**config.mk**
```make
export PLATFORM = sky130hd
export DESIGN_NAME = xc_aessub_flat
export DESIGN_NICKNAME = d
export VERILOG_FILES = /design/src/rtl/xc_aes_pkg.sv /design/src/rtl/xc_aessub_if.sv /design/src/rtl/xc_aes_sbox.sv /design/src/rtl/xc_aessub.sv /design/src/flat_wrapper.sv
export SDC_FILE = /design/constraint.sdc
export NUM_CORES = 1
export LEC_CHECK = 0
export ABC_AREA = 1
export BUFFER_PORTS_ARGS = -buffer_cell sky130_fd_sc_hd__buf_4
export CORE_AREA = 2 2 310 312
export CTS_BUF_LIST = sky130_fd_sc_hd__clkbuf_8
export CTS_CLUSTER_SIZE = 8
export DETAILED_ROUTE_END_ITERATION = 7
export DIE_AREA = 0 0 312 314
export MAX_ROUTING_LAYER = met4
export PLACE_DENSITY = 0.59
export SYNTH_ARGS = -nofsm -noshare
export SYNTH_HDL_FRONTEND = slang
export SYNTH_HIERARCHICAL = 1
export SYNTH_SLANG_ARGS = --single-unit
```
**constraint.sdc**
```tcl
create_clock -name clock -period 27.3 [get_ports clock]
set_input_delay 8.19 -clock clock [delete_from_list [all_inputs] [get_ports clock]]
set_output_delay 8.19 -clock clock [all_outputs]
set_load 0.02 [all_outputs]
```
**src/rtl/xc_aes_pkg.sv**
```systemverilog
`default_nettype none
// ============================================================================
//  Module   : xc_aes_pkg
//  Brief    : Shared definitions for the AES instruction units (SubBytes and
//             MixColumns): FSM encoding, field constants, xtime2 helper.
//  Revision : 1.0 - initial release
// ============================================================================
package xc_aes_pkg;

   // Sequencer states of the multi-cycle SubBytes unit
   typedef enum logic [1:0] {
      ST_IDLE = 2'd0,
      ST_BUSY = 2'd1,
      ST_DONE = 2'd2
   } state_t;

   // Reduction polynomial x^8+x^4+x^3+x+1 with the x^8 term dropped
   localparam logic [7:0] AES_POLY         = 8'h1b;
   // Additive constants of the forward and inverse affine maps
   localparam logic [7:0] AES_AFFINE_C     = 8'h63;
   localparam logic [7:0] AES_INV_AFFINE_C = 8'h05;

   // Multiply by x in GF(2^8) modulo the AES polynomial
   function automatic logic [7:0] xtime2(input logic [7:0] a);
      return {a[6:0], 1'b0} ^ (a[7] ? AES_POLY : 8'h00);
   endfunction

endpackage
`default_nettype wire

```
**src/rtl/xc_aessub_if.sv**
```systemverilog
`default_nettype none
// ============================================================================
//  Module   : xc_aessub_if
//  Brief    : Request/response bundle of the SubBytes instruction unit.
//             The core side drives the request (master), the unit answers
//             with ready/result (slave).
//  Revision : 1.0 - initial release
// ============================================================================
interface xc_aessub_if;
   logic        valid;
   logic [31:0] rs1;
   logic [31:0] rs2;
   logic        enc;
   logic        ready;
   logic [31:0] result;

   modport master (
      output valid, rs1, rs2, enc,
      input  ready, result
   );

   modport slave (
      input  valid, rs1, rs2, enc,
      output ready, result
   );
endinterface
`default_nettype wire

```
**src/rtl/xc_aes_sbox.sv**
```systemverilog
`default_nettype none
// ============================================================================
//  Module   : xc_aes_sbox
//  Brief    : Combinational AES S-box / inverse S-box. Inversion in GF(2^8)
//             is computed as x^254 with a square-and-multiply chain, so no
//             256-entry table is needed; inv(0) falls out as 0.
//  Revision : 1.0 - initial release
// ============================================================================
module xc_aes_sbox
   import xc_aes_pkg::*;
(
   input  logic [7:0] in,
   input  logic       enc,
   output logic [7:0] out
);

   // GF(2^8) multiply: shift-and-add with xtime2 doing the reduction
   function automatic logic [7:0] gf_mul(input logic [7:0] a, input logic [7:0] b);
      logic [7:0] p;
      logic [7:0] t;
      p = 8'h00;
      t = a;
      for (int i = 0; i < 8; i++) begin
         if (b[i]) p = p ^ t;
         t = xtime2(t);
      end
      return p;
   endfunction

   // x^254 = x^2 * x^4 * ... * x^128, which is x^-1 for x != 0 and 0 for 0
   function automatic logic [7:0] gf_inv(input logic [7:0] x);
      logic [7:0] p;
      logic [7:0] r;
      p = gf_mul(x, x);
      r = p;
      for (int i = 2; i < 8; i++) begin
         p = gf_mul(p, p);
         r = gf_mul(r, p);
      end
      return r;
   endfunction

   // Forward affine map: b ^ rotl1 ^ rotl2 ^ rotl3 ^ rotl4 ^ 0x63
   function automatic logic [7:0] affine_fwd(input logic [7:0] b);
      return b ^ {b[6:0], b[7]} ^ {b[5:0], b[7:6]} ^ {b[4:0], b[7:5]}
               ^ {b[3:0], b[7:4]} ^ AES_AFFINE_C;
   endfunction

   // Inverse affine map: rotl1 ^ rotl3 ^ rotl6 ^ 0x05
   function automatic logic [7:0] affine_inv(input logic [7:0] b);
      return {b[6:0], b[7]} ^ {b[4:0], b[7:5]} ^ {b[1:0], b[7:2]}
             ^ AES_INV_AFFINE_C;
   endfunction

   // Select the forward or inverse substitution path
   always_comb begin
      out = 8'h00;
      if (enc) out = affine_fwd(gf_inv(in));
      else     out = gf_inv(affine_inv(in));
   end

endmodule
`default_nettype wire

```
**src/rtl/xc_aessub.sv**
```systemverilog
`default_nettype none
// ============================================================================
//  Module   : xc_aessub
//  Brief    : Multi-cycle AES SubBytes / InvSubBytes instruction unit.
//             Bytes are gathered with ShiftRows folded in
//             (b0=rs1[7:0], b1=rs1[15:8], b2=rs2[23:16], b3=rs2[31:24]) and
//             substituted by a time-multiplexed S-box datapath.
//             Build option XC_AESSUB_FAST_EN: two S-box lanes, two BUSY
//             cycles instead of four; results are identical.
//  Revision : 1.0 - initial release
// ============================================================================
module xc_aessub
   import xc_aes_pkg::*;
#(
   parameter bit MASK_OUT = 1'b1
)(
   input  logic         clock,
   input  logic         reset,
   xc_aessub_if.slave   bus
);

`ifdef XC_AESSUB_FAST_EN
   localparam int LANES = 2;
`else
   localparam int LANES = 1;
`endif
   // One count step per BUSY cycle; LANES bytes are written per step
   localparam int              CNT_W    = (LANES == 2) ? 1 : 2;
   localparam logic [CNT_W-1:0] CNT_LAST = '1;

   state_t             state_q, state_d;
   logic [CNT_W-1:0]   cnt_q,   cnt_d;
   logic [31:0]        ops_q,   ops_d;
   logic               enc_q,   enc_d;
   logic [31:0]        acc_q,   acc_d;
   logic               ready;

   logic [7:0]         sb_in  [LANES];
   logic [7:0]         sb_out [LANES];

   // Operand bits that never take part in the byte gathering
   logic               unused_bits;
   assign unused_bits = ^{bus.rs1[31:16], bus.rs2[15:0]};

   // S-box lanes: lane l handles byte cnt*LANES + l of the latched operands
   for (genvar l = 0; l < LANES; l++) begin : g_lane
      assign sb_in[l] = ops_q[8*(int'(cnt_q)*LANES + l) +: 8];

      xc_aes_sbox u_sbox (
         .in  (sb_in[l]),
         .enc (enc_q),
         .out (sb_out[l])
      );
   end

   // Sequencer next state, operand capture and accumulator update
   always_comb begin
      state_d = state_q;
      cnt_d   = cnt_q;
      ops_d   = ops_q;
      enc_d   = enc_q;
      acc_d   = acc_q;
      ready   = 1'b0;
      unique case (state_q)
         ST_IDLE: begin
            if (bus.valid) begin
               ops_d   = {bus.rs2[31:16], bus.rs1[15:0]};
               enc_d   = bus.enc;
               cnt_d   = '0;
               acc_d   = 32'h0;
               state_d = ST_BUSY;
            end
         end
         ST_BUSY: begin
            if (!bus.valid) begin
               // Request withdrawn: drop the partial result silently
               state_d = ST_IDLE;
            end else begin
               for (int l = 0; l < LANES; l++) begin
                  acc_d[8*(int'(cnt_q)*LANES + l) +: 8] = sb_out[l];
               end
               cnt_d = cnt_q + CNT_W'(1);
               if (cnt_q == CNT_LAST) state_d = ST_DONE;
            end
         end
         ST_DONE: begin
            // Completion is only signalled while the request is still held
            ready   = bus.valid;
            state_d = ST_IDLE;
         end
         default: begin
            state_d = ST_IDLE;
         end
      endcase
   end

   // State and datapath registers
   always_ff @(posedge clock or posedge reset) begin
      if (reset) begin
         state_q <= ST_IDLE;
         cnt_q   <= '0;
         ops_q   <= 32'h0;
         enc_q   <= 1'b0;
         acc_q   <= 32'h0;
      end else begin
         state_q <= state_d;
         cnt_q   <= cnt_d;
         ops_q   <= ops_d;
         enc_q   <= enc_d;
         acc_q   <= acc_d;
      end
   end

   assign bus.ready  = ready;
   assign bus.result = (MASK_OUT && !ready) ? 32'h0 : acc_q;

endmodule
`default_nettype wire

```
**src/flat_wrapper.sv**
```systemverilog
// flat-port wrapper written by rule: the top's interface ports become plain ports
module xc_aessub_flat import xc_aes_pkg::*;
#(
   parameter bit MASK_OUT = 1'b1
)
  (clock, reset, bus_valid, bus_rs1, bus_rs2, bus_enc, bus_ready, bus_result);
  xc_aessub_if bus_i ();
  input  logic clock;
  input  logic reset;
  input wire logic [$bits(bus_i.valid)-1:0] bus_valid;
  input wire logic [$bits(bus_i.rs1)-1:0] bus_rs1;
  input wire logic [$bits(bus_i.rs2)-1:0] bus_rs2;
  input wire logic [$bits(bus_i.enc)-1:0] bus_enc;
  output wire logic [$bits(bus_i.ready)-1:0] bus_ready;
  output wire logic [$bits(bus_i.result)-1:0] bus_result;
  assign bus_i.valid = bus_valid;
  assign bus_i.rs1 = bus_rs1;
  assign bus_i.rs2 = bus_rs2;
  assign bus_i.enc = bus_enc;
  assign bus_ready = bus_i.ready;
  assign bus_result = bus_i.result;
  xc_aessub #(.MASK_OUT(MASK_OUT)) u_core (.clock(clock), .reset(reset), .bus(bus_i));
endmodule
```
# After elaboration in Yosys (flattened, before gate mapping)
# Cells that the tools add are included.
[word_totals]
word_cells = 976
regBits = 69
[op_classes]
shifts = 3
reduce_logical = 5
n_eq_ne = 6
n_bitwise = 358
muxes = 597
addsub = 2
[ops]
columns = ["operator", "n"]
rows = [
  ["two-way mux 8 bit", 416],
  ["bitwise XOR 8 bit", 188],
  ["bitwise XOR 8 x 5 -> 8 bit", 168],
  ["two-way mux 5 bit", 168],
  ["two-way mux 32 bit", 3],
  ["one-hot mux 32 bit (2 select lines)", 1],
  ["negator 5 -> 33 bit", 1],
  ["variable shift 8 x 33 -> 32 bit (first input constant)", 1],
  ["variable part select 8 x 33 -> 32 bit", 1],
  ["bitwise mux 32 bit", 1],
  ["variable part select 32 x 6 -> 8 bit", 1],
  ["two-way mux 2 bit", 5],
  ["one-hot mux 2 bit (2 select lines)", 2],
  ["== test 2 bit (second input constant)", 2],
  ["!= test 2 bit (second input constant)", 2],
  ["NOT 4 bit", 1],
  ["AND reduction 2 bit", 2],
  ["!= test 3 x 2 -> 1 bit (second input constant)", 1],
  ["AND reduction 3 bit", 1],
  ["adder 2 x 1 -> 2 bit (second input constant)", 1],
  ["== test 2 x 1 -> 1 bit (second input constant)", 1],
  ["zero test 2 bit", 1],
  ["NOT 2 bit", 1],
  ["nonzero test 2 bit", 1],
  ["two-way mux 1 bit", 1],
]

# Longest topological paths before layout
# Gate-level depths: netlist (run 1).
[logic_depth]
depth_word = 195
mapped_depth = 139
ltp_nobuf = 132

# By module
# Netlist (run 1), hierarchy kept.
[by_module_without_submodules]
columns = ["module", "instances", "area_each_um2", "cells_per_inst", "seq_area_each_um2"]
rows = [
  ["xc_aes_sbox", 1, 34088.9, 7054, 0.0],
  ["xc_aessub", 1, 3513.4, 487, 1726.7],
]

# Worst setup path after synthesis (run 1)
# No wires, ideal clock.
[synth_path]
path_type = "input to output"
from = "in bus_valid"
to = "out bus_result[22]"
n_path_buf = 1
path_stages = 3
arrival_time_ps = 8808
setup_slack_ps = 10302
required_ps = 19110
cell_sequence = "nand3_1 buf_2 nor2_1"
[synth_via]
elab_chain_len = 2
[synth_rtl]
columns = ["item", "line", "source"]
rows = [
  ["start: declaration", "flat_wrapper.sv:10", "input wire logic [$bits(bus_i.valid)-1:0] bus_valid;"],
  ["two-way mux 1 bit", "xc_aessub.sv:64", "unique case (state_q)"],
  ["two-way mux 32 bit", "xc_aessub.sv:115", "assign bus.result = (MASK_OUT && !ready) ? 32'h0 : acc_q;"],
  ["end: declaration", "flat_wrapper.sv:15", "output wire logic [$bits(bus_i.result)-1:0] bus_result;"],
]
# No other way between the ends.

==> results of run 1 <==
[final cells by class]
cell class / instances / area (µm²) / area share
Clock buffer: 10 / 138 / 0.00355
Tap cell: 1265 / 1580 / 0.0408
Clock inverter: 4 / 42.5 / 0.00110
Multi-Input combinational cell: 6372 / 31100 / 0.802
Timing Repair Buffer: 91 / 683 / 0.0176
Inverter: 915 / 3490 / 0.0900
Sequential cell: 69 / 1730 / 0.0445
[per-layer routing]
| metal | vias to the layer above | global-route usage |
|---|---|---|
| met3 | 154 | 0.0107 |
| met4 | 0 | 0.0541 |
| met2 | 1268 | 0.404 |
| met1 | 20200 | 0.305 |
| met5 | - | - |
| li1 | 23300 | - |
[cell usage after synthesis (5+ instances only)]
master    count  share of area
a21o_1        8         0.0016
a21oi_1      38         0.0051
buf_1         9        0.00090
buf_2        71         0.0094
buf_4        47         0.0094
buf_6        34          0.010
clkbuf_1     18         0.0018
clkinv_1     14         0.0014
dfrtp_1      69          0.046
ha_1         19         0.0063
inv_1       735          0.073
inv_2       151          0.015
inv_4         6         0.0010
inv_6         5         0.0012
nand2_1    3260           0.33
nand2_2     204          0.034
nand2_4      38          0.011
nand3_1    1114           0.15
nand3_2      25         0.0067
nand3b_1     94          0.019
nand4_1      92          0.015
nor2_1      593          0.059
nor2_2       16         0.0027
nor2_4        9         0.0027
nor3_1        7        0.00093
o211ai_1      7         0.0014
o21ai_0     103          0.014
o21ai_1      63         0.0084
o21bai_1     24         0.0048
o22ai_1      20         0.0033
or2_1        37         0.0062
or2_2         8         0.0013
xnor2_1     167          0.039
xnor2_2      10         0.0043
xor2_1      362          0.084
xor2_2       29          0.013
xor2_4        7         0.0051
[registers in the layout, indices dropped and copies added (netlist names)]
register and count:
u_core/acc_q 32, u_core/ops_q 32, u_core/cnt_q 2, u_core/state_q 2
u_core/enc_q 1
[worst max-delay path by stage]
stage | slack (ns) | to | start
5_1_grt | 5.73 | u_core/acc_q[11] | u_core/cnt_q[0]
3_5_place_dp | 8.02 | u_core/acc_q[11] | u_core/cnt_q[0]
2_1_floorplan | 10.30 | bus_result[22] | bus_valid
4_1_cts | 7.94 | u_core/acc_q[27] | u_core/cnt_q[0]
6_report | 7.55 | u_core/acc_q[27] | u_core/cnt_q[0]
3_3_place_gp | 8.24 | u_core/acc_q[11] | u_core/cnt_q[0]
[worst min-delay path, stage by stage (launching register included)]
cell and delay (ns):
dfrtp_1 0.34, nand2_1 0.05, nand2_1 0.05
[logic make-up (layout without fill, tap and decap cells)]
family,count (synthesis),count (layout),share of synthesized area
simple gates,5510,5510,0.636
buf+inv,1100,1020,0.127
xor+xnor,576,576,0.146
compound gates,267,267,0.0391
flops,69,69,0.0459
fa+ha+maj,19,19,0.00632
[per-stage QoR]
step | cells | utilization | hold WS (ns)
after floorplan | 7541 | - | 0.442
after global routing | 8726 | 0.411 | 0.497
after detailed placement | 8712 | 0.409 | 0.466
after global placement | 8712 | 0.409 | 0.461
after CTS | 8726 | 0.411 | 0.482
final | 8726 | 0.411 | 0.479
==> metrics.cfg, run 1 <==
[finish]
final_common_cell=nand2_1
drive_gt1_frac=0.0834
area_growth_pct=3.14
nets=7545
fillers=10700
layout_common_cells=3260 x nand2_1, 1114 x nand3_1, 736 x inv_1
final_area_um2=38800
diodes=0

[sta]
rsz0062_at_grt=no
fin_ws_ns=7.55
finClkSkew_ns=0.00934
worstMarginPinSlew_ns=1.11
min_period_ns=19.75
slew_headroom=0.260
finalSetupViolations=0
setup_tns_ns=0
fmax_mhz=50.6
fin_crit_sh=0.724
finalHoldViolCount=0
drv_slew=0

[route]
met2_length_um=55100
drt_iter0_drc=3925
route.detailed.wl_per_inst_um=13.4
antenna_left=0
wl_met3_um=5780
routed_wl_um=117000
drc_errors=0
drt_first_pass_iters=6
wl_met1_um=53800
vias_per_cell=5.15
vias=44900
top_layer_used=met4

[placed_design]
hpwl_um=89600
pre_cts_slack_ns=8.02
dpl-instance-area_um2=38600
io_buffers=68
gp_congestion=0.935

[logic_synthesis]
async_flop_share=1.00
synthesis.nets=7628
yosys_warnings=6
avgSynthCellArea_um2=4.99
post_synth_num_cell_types=52
synth_seq_area_share=0.0459
ys_ff_latch=69
syn-instance-count=7541
synth_area_um2=37600
synth_edf_count=0
synth_ff_type=dfrtp_1

[critical_path]
arrival_ns=20.04
r2r_setup_slack_ns=7.55
cp_common_cell=nand2_1
path_buf_inv=16
slowest_stage=xor2_2
cpLargestDelayFamily=simple AND/OR/NAND/NOR gates
start_kind=flop
reg2reg_depth=115
critPathRequiredTime_ns=27.58
max_stage_delay_ns=0.80
reg2reg_to=u_core/acc_q[27]
end_kind=flop
r2r-start=u_core/cnt_q[0]
cp_max_fo=31
cp.depth=115
crit_type=flop to flop

[floorplanning]
rows=113
coreArea_um2=94400
start_util=0.398
die_w_um=312
die_h_um=314
io_pins=101
die_area_um2=98000

[min_path]
worst_hold_path.num_cells=2
holdCritStartpoint=u_core/acc_q[3]
min_to=u_core/acc_q[3]
hold_class=flop to flop

[global_route]
grt_pass1_wl_um=193000
grt_max_degree=70
gr-total-overflow=0
grt_antenna_before_repair=0
grt_pass1_vias=40000
track_usage=0.235

[clock_network]
cts_setup_buffers=0
cts_resized=0
htreeDepth=3
ctsLongestPathBuffers=2
cts_buffers=9
postCtsHoldBufs=0
cts.sinks=69
clkSlewWorstSetupHoldPaths_ns=0.07
clkLatencyLatePin_ns=0.34
tritoncts=yes
root_buffer=clkbuf_8

[outcome]
outcome=complete, no violations

[run]
cap_viol_max_count=0

Power of run 1 is not shown: default switching activity piles up to over one toggle a cycle in this logic, so the estimate is an artifact.
==> run 2, diff against run 1 <==
--- a/config.mk
+++ b/config.mk
@@ -5,13 +5,13 @@
 export SDC_FILE = /design/constraint.sdc
 export NUM_CORES = 1
 export LEC_CHECK = 0
-export ABC_AREA = 1
+export ABC_AREA = 0
 export BUFFER_PORTS_ARGS = -buffer_cell sky130_fd_sc_hd__buf_4
-export CORE_AREA = 2 2 310 312
+export CORE_AREA = 2 2 286 288
 export CTS_BUF_LIST = sky130_fd_sc_hd__clkbuf_8
 export CTS_CLUSTER_SIZE = 8
 export DETAILED_ROUTE_END_ITERATION = 7
-export DIE_AREA = 0 0 312 314
+export DIE_AREA = 0 0 288 290
 export MAX_ROUTING_LAYER = met4
 export PLACE_DENSITY = 0.59
 export SYNTH_ARGS = -nofsm -noshare
==> constraint.sdc (replaced) <==
create_clock -name clock -period 18.85 [get_ports clock]
set_input_delay 5.655 -clock clock [delete_from_list [all_inputs] [get_ports clock]]
set_output_delay 5.655 -clock clock [all_outputs]
set_load 0.02 [all_outputs]
==> metrics.cfg, run 2 <==
[logic_synthesis]
synth_compound_area_frac=0.189
ys_ff_latch=69
synthSimpleGateAreaFrac=0.202
syn-instance-count=4275
synth_commonest_cells=894 x xnor2_1, 614 x nor2_1, 398 x nand2_1
yosys.area.top_type=xnor2_1
synth_edf_count=0
synthMostInstantiatedCell=xnor2_1
synthesis.nets=4362
synth_ff_type=dfrtp_1
synth_top_family_by_area=XOR/XNOR gates
synthMuxAreaShare=0.0555
avgSynthCellArea_um2=7.48
synth_area_um2=32000
synth_adder_area_share=0.00837
synth_seq_area_share=0.0540
async_flop_share=1.00
synthXorXnorAreaFrac=0.445
post_synth_num_cell_types=111
yosys_warnings=6
netlist_top_cells_area=xnor2_1 24%, nor2_1 7.2%, xnor3_1 5.8%
netlist.area_leader.share=0.245

[run]
cap_viol_max_count=0

[sta]
finalSetupViolations=0
rsz0062_at_grt=no
fin_crit_sh=0.927
finClkSkew_ns=0.0100
slew_headroom=0.210
worstMarginPinSlew_ns=1.18
min_period_ns=17.47
fmax_mhz=57.2
setup_tns_ns=0
finalHoldViolCount=0
drv_slew=0

[route]
route.detailed.wl_per_inst_um=17.4
vias_per_cell=5.58
drt_first_pass_iters=5
vias=29700
drc_errors=0
antenna_left=0
routed_wl_um=92600
drt_iter0_drc=2532

[critical_path]
arrival_ns=17.70
end_kind=flop
slowest_stage=dfrtp_1
r2r-start=u_core/cnt_q[1]
cp_common_cell=xnor2_1
critPathRequiredTime_ns=19.08
max_stage_delay_ns=0.72
reg2reg_depth=58
r2r_setup_slack_ns=1.38
reg2reg_to=u_core/acc_q[18]
start_kind=flop
cp_max_fo=13
crit_type=flop to flop

[global_route]
grt_pass1_vias=27600
gr-total-overflow=0
grt_antenna_before_repair=0
grt_pass1_wl_um=151000
grt_max_degree=70
track_usage=0.221

[placed_design]
hpwl_um=68600
io_buffers=68
gp_congestion=0.895

[clock_network]
cts.sinks=69
htreeDepth=3
ctsLongestPathBuffers=2
clkSlewWorstSetupHoldPaths_ns=0.07
tritoncts=yes
clkLatencyLatePin_ns=0.35
root_buffer=clkbuf_8
cts_buffers=9

[floorplanning]
rows=104
die_w_um=288
die_h_um=290
die_area_um2=83500
start_util=0.399
coreArea_um2=80200
io_pins=101

[finish]
largest_registers=u_core/acc_q x32, u_core/ops_q x32
area_growth_pct=7.78
drive_gt1_frac=0.126
layout_common_cells=868 x xnor2_1, 614 x nor2_1, 398 x nand2_1
final_common_cell=xnor2_1
diodes=0
nets=4337

[outcome]
outcome=complete, no violations

[min_path]
worst_hold_path.num_cells=1
hold_class=flop to flop
min_to=u_core/acc_q[4]
holdCritStartpoint=u_core/acc_q[4]

-- run 2: per-stage QoR --
| step | area (µm²) | utilization | hold slack (ns) | worst slack (ns) | std cells |
|---|---|---|---|---|---|
| floorplan | 32000 | - | 0.452 | 2.43 | 4275 |
| finish | 34500 | 0.430 | 0.499 | 1.38 | 5315 |
| CTS | 34400 | 0.429 | 0.506 | 0.279 | 5313 |
| global placement | 34200 | 0.426 | 0.475 | 0.569 | 5297 |
| detailed placement | 34200 | 0.426 | 0.487 | 0.325 | 5297 |
| global route | 34500 | 0.430 | 0.523 | 0.0202 | 5315 |
-- run 2: timing repair --
action | 4_1_cts | 5_1_grt
setup buffers | 0 | 2
hold buffers | 0 | 0
gates resized for setup | 0 | 14
hold endpoints to repair | 0 | 0
endpoints found under the setup margin | 0 | 32
-- run 2: cell families after synthesis --
kind of cell / Yosys count
muxes: 159
DFF: 69
and+or+nand+nor: 1455
adders and majority gates: 22
AOI/OAI and AO/OA: 916
buffers and inverters: 341
xor gates and xnor gates: 1313
-- run 2: area by class of cell --
type,instances,area [µm²]
inverter,52,195
timing repair buffer,253,1900
clock buffer,10,138
fill,8265,45700
clock inverter,6,87.6
tap,1060,1330
multi-input combinational,3865,29100
sequential,69,1730
-- run 2: layer usage --
metal | global-route usage | vias up | part of all wire
met5 | - | - | 0
met4 | 0.0378 | 0 | 0.014
met3 | 0.0139 | 87 | 0.046
met2 | 0.354 | 753 | 0.47
met1 | 0.310 | 14100 | 0.47
li1 | - | 14700 | -
-- run 2: how the worst max path moves through the flow --
stage               slack [ns]       startpoint  cells after the start          endpoint
global route              0.02  u_core/cnt_q[0]                     59   u_core/acc_q[2]
finish                    1.38  u_core/cnt_q[1]                     58  u_core/acc_q[18]
global placement          0.57  u_core/cnt_q[0]                     59  u_core/acc_q[24]
floorplan                 2.43  u_core/cnt_q[0]                     66  u_core/acc_q[10]
CTS                       0.28  u_core/cnt_q[0]                     59  u_core/acc_q[24]
detailed placement        0.32  u_core/cnt_q[0]                     59  u_core/acc_q[24]
-- run 2: critical path, delay by kind of cell (launching register included) --
kind                       cells  cell delay (ns)
AOI/OAI and AO/OA             20             5.06
xor gates and xnor gates      15             4.42
adders and majority gates      4             1.49
buffers and inverters          2             0.27
DFF                            1             0.72
muxes                          7             2.48
and+or+nand+nor               10             2.89
Power of run 2 is left out for the same reason.
